==> config.mk <==
export PLATFORM = sky130hd
export DESIGN_NAME = timer_regressivo_bcd
export DESIGN_NICKNAME = d
export VERILOG_FILES = /design/src/rtl/timer_regressivo_bcd_pkg.sv /design/src/rtl/timer_regressivo_bcd_digit_cell.sv /design/src/rtl/timer_regressivo_bcd.sv
export SDC_FILE = /design/constraint.sdc
export NUM_CORES = 1
export LEC_CHECK = 0
export ABC_CLOCK_PERIOD_IN_PS = 5000
export CAP_MARGIN = 20
export CORE_MARGIN = 1
export CORE_UTILIZATION = 40
export DETAILED_ROUTE_END_ITERATION = 8
export PLACE_DENSITY = 0.73
export SLEW_MARGIN = 40
export SYNTH_ARGS = -nofsm -noshare
export SYNTH_HDL_FRONTEND = slang
export SYNTH_SLANG_ARGS = --single-unit
==> constraint.sdc <==
create_clock -name clk -period 5 [get_ports clk]
set_clock_uncertainty 0.15 [all_clocks]
set_input_delay 1 -clock clk [delete_from_list [all_inputs] [get_ports clk]]
set_output_delay 1 -clock clk [all_outputs]
set_load 0.02 [all_outputs]
==> src/rtl/timer_regressivo_bcd_pkg.sv <==
// rtl/timer_regressivo_bcd_pkg.sv - shared state encoding and digit constants for the BCD countdown timer
package timer_regressivo_bcd_pkg;

  typedef enum logic [1:0] {
    IDLE  = 2'd0,
    RUN   = 2'd1,
    PAUSE = 2'd2
  } state_e;

  localparam logic [3:0] BCD_MAX         = 4'd9;
  localparam logic [3:0] SEC_TENS_MAX    = 4'd5;
  localparam logic [3:0] ADD30_TENS      = 4'd3;
  localparam logic [3:0] QUICK_SECS_TENS = 4'd3;

endpackage

==> src/rtl/timer_regressivo_bcd_digit_cell.sv <==
// rtl/timer_regressivo_bcd_digit_cell.sv - one BCD digit with load, borrow-chained decrement and carry-chained increment
module bcd_digit_cell #(
  parameter logic [3:0] MAX = 4'd9
) (
  input  logic       clk,
  input  logic       load_en,
  input  logic [3:0] load_val,
  input  logic       dec_en,
  input  logic       borrow_in,
  output logic       borrow_out,
  input  logic       inc_en,
  input  logic       carry_in,
  output logic       carry_out,
  output logic [3:0] digit_o,
  output logic       is_zero
);

  logic [3:0] digit_q, digit_d;

  assign digit_o    = digit_q;
  assign is_zero    = (digit_q == 4'd0);
  assign borrow_out = borrow_in && is_zero;
  assign carry_out  = carry_in && (digit_q == MAX);

  // Tens may hold 6..9 from the keypad; only the 0 case wraps to MAX.
  always_comb begin
    digit_d = digit_q;
    if (load_en) begin
      digit_d = load_val;
    end else if (dec_en && borrow_in) begin
      digit_d = is_zero ? MAX : digit_q - 4'd1;
    end else if (inc_en && carry_in) begin
      digit_d = (digit_q == MAX) ? 4'd0 : digit_q + 4'd1;
    end
  end

  always_ff @(posedge clk) begin
    digit_q <= digit_d;
  end

endmodule

==> src/rtl/timer_regressivo_bcd.sv <==
// rtl/timer_regressivo_bcd.sv - BCD countdown timer: keypad shift-in, 1 Hz countdown, pause/resume, +30 s, quick start
module timer_regressivo_bcd
  import timer_regressivo_bcd_pkg::*;
#(
  parameter int MIN_DIGITS  = 1,
  parameter bit QUICK_START = 1'b1
) (
  input  logic                        clk,
  input  logic                        clear,
  input  logic [3:0]                  digit_in,
  input  logic                        digit_valid,
  input  logic                        start,
  input  logic                        pause,
  input  logic                        cancel,
  input  logic                        tick,
  output logic [4*(MIN_DIGITS+2)-1:0] time_bcd,
  output logic                        running,
  output logic                        zero,
  output logic                        done
);

  localparam int ND = MIN_DIGITS + 2;

  state_e        state_q, state_d;
  logic          done_q, done_d;
  logic [3:0]    dig [ND];
  logic [ND-1:0] is_zero_v;
  logic [ND-1:0] load_en;
  logic [3:0]    load_val [ND];
  logic          dec_go, add_go;
  logic [4:0]    tens_sum;
  logic          add_carry;
  logic [3:0]    tens_new;
  logic          underflow, overflow, one_sec;

  assign tens_sum  = {1'b0, dig[1]} + {1'b0, ADD30_TENS};
  assign add_carry = (tens_sum >= 5'd6);
  assign tens_new  = add_carry ? 4'(tens_sum - 5'd6) : tens_sum[3:0];

  for (genvar i = 0; i < ND; i++) begin : g_dig
    logic b_in, b_out, c_in, c_out;
    if (i == 0) begin : g_lsd
      assign b_in = 1'b1;
      assign c_in = 1'b0;
    end else if (i == 2) begin : g_min0
      assign b_in = g_dig[i-1].b_out;
      assign c_in = g_dig[i-1].c_out | add_carry;
    end else begin : g_mid
      assign b_in = g_dig[i-1].b_out;
      assign c_in = g_dig[i-1].c_out;
    end

    bcd_digit_cell #(
      .MAX((i == 1) ? SEC_TENS_MAX : BCD_MAX)
    ) u_cell (
      .clk        (clk),
      .load_en    (load_en[i]),
      .load_val   (load_val[i]),
      .dec_en     (dec_go),
      .borrow_in  (b_in),
      .borrow_out (b_out),
      .inc_en     (add_go),
      .carry_in   (c_in),
      .carry_out  (c_out),
      .digit_o    (dig[i]),
      .is_zero    (is_zero_v[i])
    );

    assign time_bcd[4*i +: 4] = dig[i];
  end

  // Borrow out of the top digit means the time is already zero; carry out means +30 s overflows.
  assign underflow = g_dig[ND-1].b_out;
  assign overflow  = g_dig[ND-1].c_out;
  assign one_sec   = (dig[0] == 4'd1) && (&is_zero_v[ND-1:1]);
  assign zero      = &is_zero_v;
  assign running   = (state_q == RUN);
  assign done      = done_q;

  always_comb begin
    state_d = state_q;
    done_d  = 1'b0;
    load_en = '0;
    for (int i = 0; i < ND; i++) load_val[i] = 4'd0;
    dec_go  = 1'b0;
    add_go  = 1'b0;
    if (clear) begin
      state_d = IDLE;
      load_en = '1;
    end else begin
      case (state_q)
        IDLE: begin
          if (cancel) begin
            load_en = '1;
          end else if (start && !zero) begin
            state_d = RUN;
          end else if (start && QUICK_START) begin
            load_en     = '1;
            load_val[1] = QUICK_SECS_TENS;
            state_d     = RUN;
          end else if (digit_valid && (digit_in <= BCD_MAX)) begin
            load_en     = '1;
            load_val[0] = digit_in;
            for (int i = 1; i < ND; i++) load_val[i] = dig[i-1];
          end
        end
        RUN: begin
          if (cancel || pause) begin
            state_d = PAUSE;
          end else if (start) begin
            if (!overflow) begin
              add_go      = 1'b1;
              load_en[1]  = 1'b1;
              load_val[1] = tens_new;
            end
          end else if (tick && !underflow) begin
            dec_go = 1'b1;
            if (one_sec) begin
              state_d = IDLE;
              done_d  = 1'b1;
            end
          end
        end
        PAUSE: begin
          if (cancel) begin
            load_en = '1;
            state_d = IDLE;
          end else if (start) begin
            state_d = RUN;
          end
        end
        default: state_d = IDLE;
      endcase
    end
  end

  always_ff @(posedge clk) begin
    if (clear) begin
      state_q <= IDLE;
      done_q  <= 1'b0;
    end else begin
      state_q <= state_d;
      done_q  <= done_d;
    end
  end

endmodule
# Word level (Yosys, flattened, before mapping)
# Index checks and enable logic that the tools add are counted.
[word_totals]
ff_bits = 15
in_bits = 11
[op_classes]
n_addsub = 6
n_lt_le_gt_ge = 2
n_eq_ne = 8
muxes = 54
bitwise_logic = 2
n_reduce_logical = 24
[ops]
columns = ["cell", "n"]
rows = [
  ["4-bit two-way mux", 20],
  ["12-bit two-way mux", 4],
  ["3-bit two-way mux", 6],
  ["2-bit two-way mux", 8],
  ["4-bit logical NOT", 3],
  ["4-bit by 1-bit subtractor with 4-bit output, second input constant", 3],
  ["1-bit two-way mux", 11],
  ["1-bit logical AND", 10],
  ["4-bit case mux with 2 select lines", 1],
  ["3-bit by 1-bit != test with 1-bit output, second input constant", 2],
  ["2-bit case mux with 3 select lines", 1],
  ["4-bit by 2-bit adder with 5-bit output, second input constant", 1],
  ["5-bit by 3-bit >= comparator with 1-bit output, second input constant", 1],
  ["5-bit OR reduction", 1],
  ["4-bit by 1-bit adder with 4-bit output, second input constant", 1],
  ["4-bit by 1-bit equality test with 1-bit output, second input constant", 1],
  ["4-bit equality test, second input constant", 1],
  ["4-bit <= comparator, second input constant", 1],
  ["1-bit case mux with 2 select lines", 2],
  ["4-bit AND reduction", 1],
  ["2-bit nonzero test", 2],
  ["4-bit by 3-bit subtractor with 4-bit output, second input constant", 1],
  ["3-bit by 2-bit != test with 1-bit output, second input constant", 1],
  ["1-bit case mux with 3 select lines", 1],
  ["other kinds (10)", 12],
]

# Longest topological paths before layout
[depth]
depth_word = 13
depth_mapped = 8

# By module
# A second synthesis with hierarchy kept.
[unflattened]
hier_cells = 198
hier_area_um2 = 1604.0
[by_module_without_submodules]
columns = ["mod", "instances", "cells_each", "area_per_inst_um2"]
rows = [
  ["bcd_digit_cell (g_dig[0].u_cell ...)", 2, 41, 357.8],
  ["timer_regressivo_bcd", 1, 75, 521.8],
  ["bcd_digit_cell (g_dig[1].u_cell)", 1, 41, 366.6],
]

# Worst setup path after synthesis
# OpenSTA, ideal clock, no wires.
[synth_timing]
path_type = "reg-to-output"
startpoint = "reg g_dig[1].u_cell.digit_q[0]"
endpoint = "out zero"
arrival_time_ns = 1.832
setup_slack_ns = 2.018
path_stages_with_launch = 5
n_path_buf = 0
path_cell_list = "edfxtp_1 -> inv_1 -> ha_1 -> or3b_2 -> nor3_1"
[synth_via]
elab_chain_len = 2
[synth_lines]
columns = ["item", "line", "rtl"]
rows = [
  ["from (decl)", "timer_regressivo_bcd_digit_cell.sv:18", "logic [3:0] digit_q, digit_d;"],
  ["from (signal assigned)", "timer_regressivo_bcd_digit_cell.sv:38", "digit_q <= digit_d;"],
  ["4-bit logical NOT", "timer_regressivo_bcd_digit_cell.sv:21", "assign is_zero = (digit_q == 4'd0);"],
  ["3-bit AND reduction", "timer_regressivo_bcd.sv:76", "assign zero = &is_zero_v;"],
  ["to (decl)", "timer_regressivo_bcd.sv:18", "output logic zero,"],
]
# No other way between the ends.

# Worst setup path after layout
# Ends and elaborated chain as after synthesis.

==> results_dict.tcl <==
set metrics [dict create \
    status "finished clean" \
    first_iter_violations 67 \
    wl_mm 3.02 \
    min_path_type "reg -> reg" \
    synthArstFlopShare_pct 0 \
    finalNetCount 182 \
    h-tree-depth 1 \
    timing.rr.end "g_dig[1].u_cell.digit_o[1]" \
    peakVddDrop_mv 0.163 \
    diodes 0 \
    clk_pin_slew_ps 90 \
    critPathKind "reg -> out" \
    cts_post_setup_buffers_inserted 0 \
    grt_setup_unrepaired "false" \
    cts_buffers 3 \
    fp.dieH_microns 58.2 \
    cts.sinks 15 \
    period_share_pct 73.8 \
    setup_slack_ps 1310 \
    hold-path-endpoint "state_q[1]" \
    hold_buffers 0 \
    tightest_slew_ps 614 \
    grt_overflow 0 \
    synth_adder_area_share_pct 2.97 \
    die_w_microns 58.2 \
    dieArea_sq_um 3380 \
    final_cells 211 \
    max_freq_mhz 271 \
    r2r_setup_slack_ps 2390 \
    r2r-start "g_dig[1].u_cell.digit_o[0]" \
    core_sq_um 3030 \
    maxSlewViolCount 0 \
    p_leak_nw 0.521 \
    drive_above_1_share_pct 7.78 \
    tns_ps 0 \
    syn_avg_cell_area_sq_um 8.77 \
    hold_viol 0 \
    grt_max_degree 15 \
    min_from "state_q[1]" \
    cts-root-buf "clkbuf_4" \
    post-dp-hpwl_mm 2.32 \
    endpoint_kind "primary output" \
    powerDensity_nw_per_um2 312 \
    critPathLaunchType "flip-flop" \
    syn_area_sq_um 1260 \
    worstHoldPathCells 2 \
    drt_pass1_iterations 4 \
    ys.flop_type "edfxtp_1" \
    drc 0 \
    grt_pass1_vias 1055 \
    synth-compound-area-share_pct 22.6 \
    ys_types 49 \
    slew-limit-headroom_pct 58.8 \
    reg2reg_depth 7 \
    dpl.cell_count 207 \
    place.gp.congestion 0.853 \
    ys_warn_count 0 \
    synthSimpleGateAreaFrac_pct 33.3 \
    cts_buffer_depth 2 \
    insertion_delay_ps 300 \
    portBuffers 25 \
    synth.area.mux_share_pct 0 \
    initial_core_util_pct 41.7 \
    synthXorXnorAreaFrac_pct 3.47 \
    area_growth_pct 23.7 \
    ios 26 \
    seq_area_sq_um 420 \
    antenna_found_initial 0 \
    grt_usage_pct 18.9 \
    num_vias 1218 \
    ys_seq_area_share_pct 33.3 \
    wl_per_cell_microns 14.3 \
    min_period_ps 3690 \
    fin_util_pct 51.6 \
    setup-violations-final 0 \
    arrival_ps 2540 \
    vias_per_cell 5.77 \
    nFillCells 289 \
    synth_edf_count 12 \
    cap_violations 0 \
    dpl_worst_slack_ps 1670 \
    design_area_sq_um 1560 \
    ys_ff_latch 15 \
    worstPathMaxFanout 7 \
    synth_top_family_by_area "simple AND/OR/NAND/NOR gates" \
    post_dp_cell_area_sq_um 1540 \
    multi_input_area_sq_um 787 \
    grt_pass1_wl_mm 4.84 \
    antenna_left 0 \
    cts_resized 0 \
    rows 20 \
    cts_tree "yes" \
    crit_required_ps 3850 \
    synthCells 144 \
    synthesis.nets 158 \
]
==> worst max-delay path, stage by stage (launching register included) <==
cell,delay [ps]
edfxtp_1,490
inv_1,110
ha_1,250
or3b_2,490
nor3_1,240
clkdlybuf4s50_1,660
==> layout by cell type, fill, tap and decap left out, types with 2 or more instances in the layout <==
cell	instances
o21ai_1	6
nor4_4	2
o21ai_0	7
a31oi_1	2
nor3_1	4
inv_1	6
a22o_1	3
edfxtp_1	12
nand3_1	3
nor2b_1	4
nor3b_1	3
or2_2	2
nand4_1	2
nor2_1	14
o32ai_1	2
xnor2_1	5
clkbuf_4	3
o211ai_1	2
nand3b_1	3
clkdlybuf4s50_1	25
a21oi_1	8
nand2b_1	5
dfxtp_1	3
nand2_1	14
ha_1	3
==> synthesized netlist by cell type, drive strengths merged, types with 2 or more instances <==
library cell	instances	area share [%]
nor2	14	4.2
o211ai	2	1.2
o32ai	2	1.4
dfxtp	3	4.8
a31oi	2	0.99
a211o	2	1.5
nand2	14	4.2
nor3	4	1.6
a22o	3	2.1
nand4	3	2.0
nor3b	4	3.3
nand2b	5	2.5
a21oi	9	3.9
clkbuf	3	0.89
nor2b	4	2.0
xnor2	5	3.5
nor4	3	3.9
or3b	2	1.4
buf	3	1.7
o21ai	13	5.2
nand3b	3	1.8
or2	2	0.99
edfxtp	12	29
inv	6	1.8
ha	3	3.0
nand3	3	1.2
==> worst max path at each step <==
stage | end | startpoint
global placement | zero | g_dig[1].u_cell.digit_o[0]
global route | zero | g_dig[1].u_cell.digit_o[0]
CTS | zero | g_dig[1].u_cell.digit_o[0]
floorplan | zero | g_dig[1].u_cell.digit_o[0]
detailed placement | zero | g_dig[1].u_cell.digit_o[0]
finish | zero | g_dig[1].u_cell.digit_o[0]
==> logic make-up after synthesis <==
family,after synthesis
AOI/OAI and AO/OA,43
xor gates and xnor gates,5
adders and majority gates,3
buffers and inverters,12
DFF,15
and+or+nand+nor,66
==> where the power goes <==
| group | switching (mW) | total, mW | internal, mW |
|---|---|---|---|
| Combinational | 0.111 | 0.214 | 0.103 |
| Sequential | 0.0427 | 0.201 | 0.158 |
| Clock | 0.0415 | 0.0727 | 0.0312 |
| Total | 0.195 | 0.488 | 0.293 |
==> per-stage QoR <==
step / power, mW / hold WS, ps
global placement: 0.410 / 494
global route: 0.512 / 565
finish: 0.488 / 513
CTS: 0.483 / 517
detailed placement: 0.414 / 497
floorplan: 0.341 / 435
==> layout make-up <==
type	instances	share of cell area (%)
Tap cell	44	3.53
Timing Repair Buffer	25	16.0
Inverter	6	1.44
Clock buffer	4	1.68
Multi-Input combinational cell	117	50.4
Sequential cell	15	26.9
==> layer usage <==
layer  wire length (microns)  up-vias  track usage (%)  part of all wire, %
met5                       0        -                0                    0
met4                      50        0             8.16                  1.7
met3                     202        5             1.56                  6.7
met2                    1460       54             31.2                   48
met1                    1300      572             25.2                   43
li1                        -      587                -                    -
==> sequential cells by signal, summed over array words and instances (netlist names) <==
register / flops
g_dig.u_cell.digit_o: 12
state_q: 2
done: 1
Note: power is estimated with default switching activity, not from simulation.
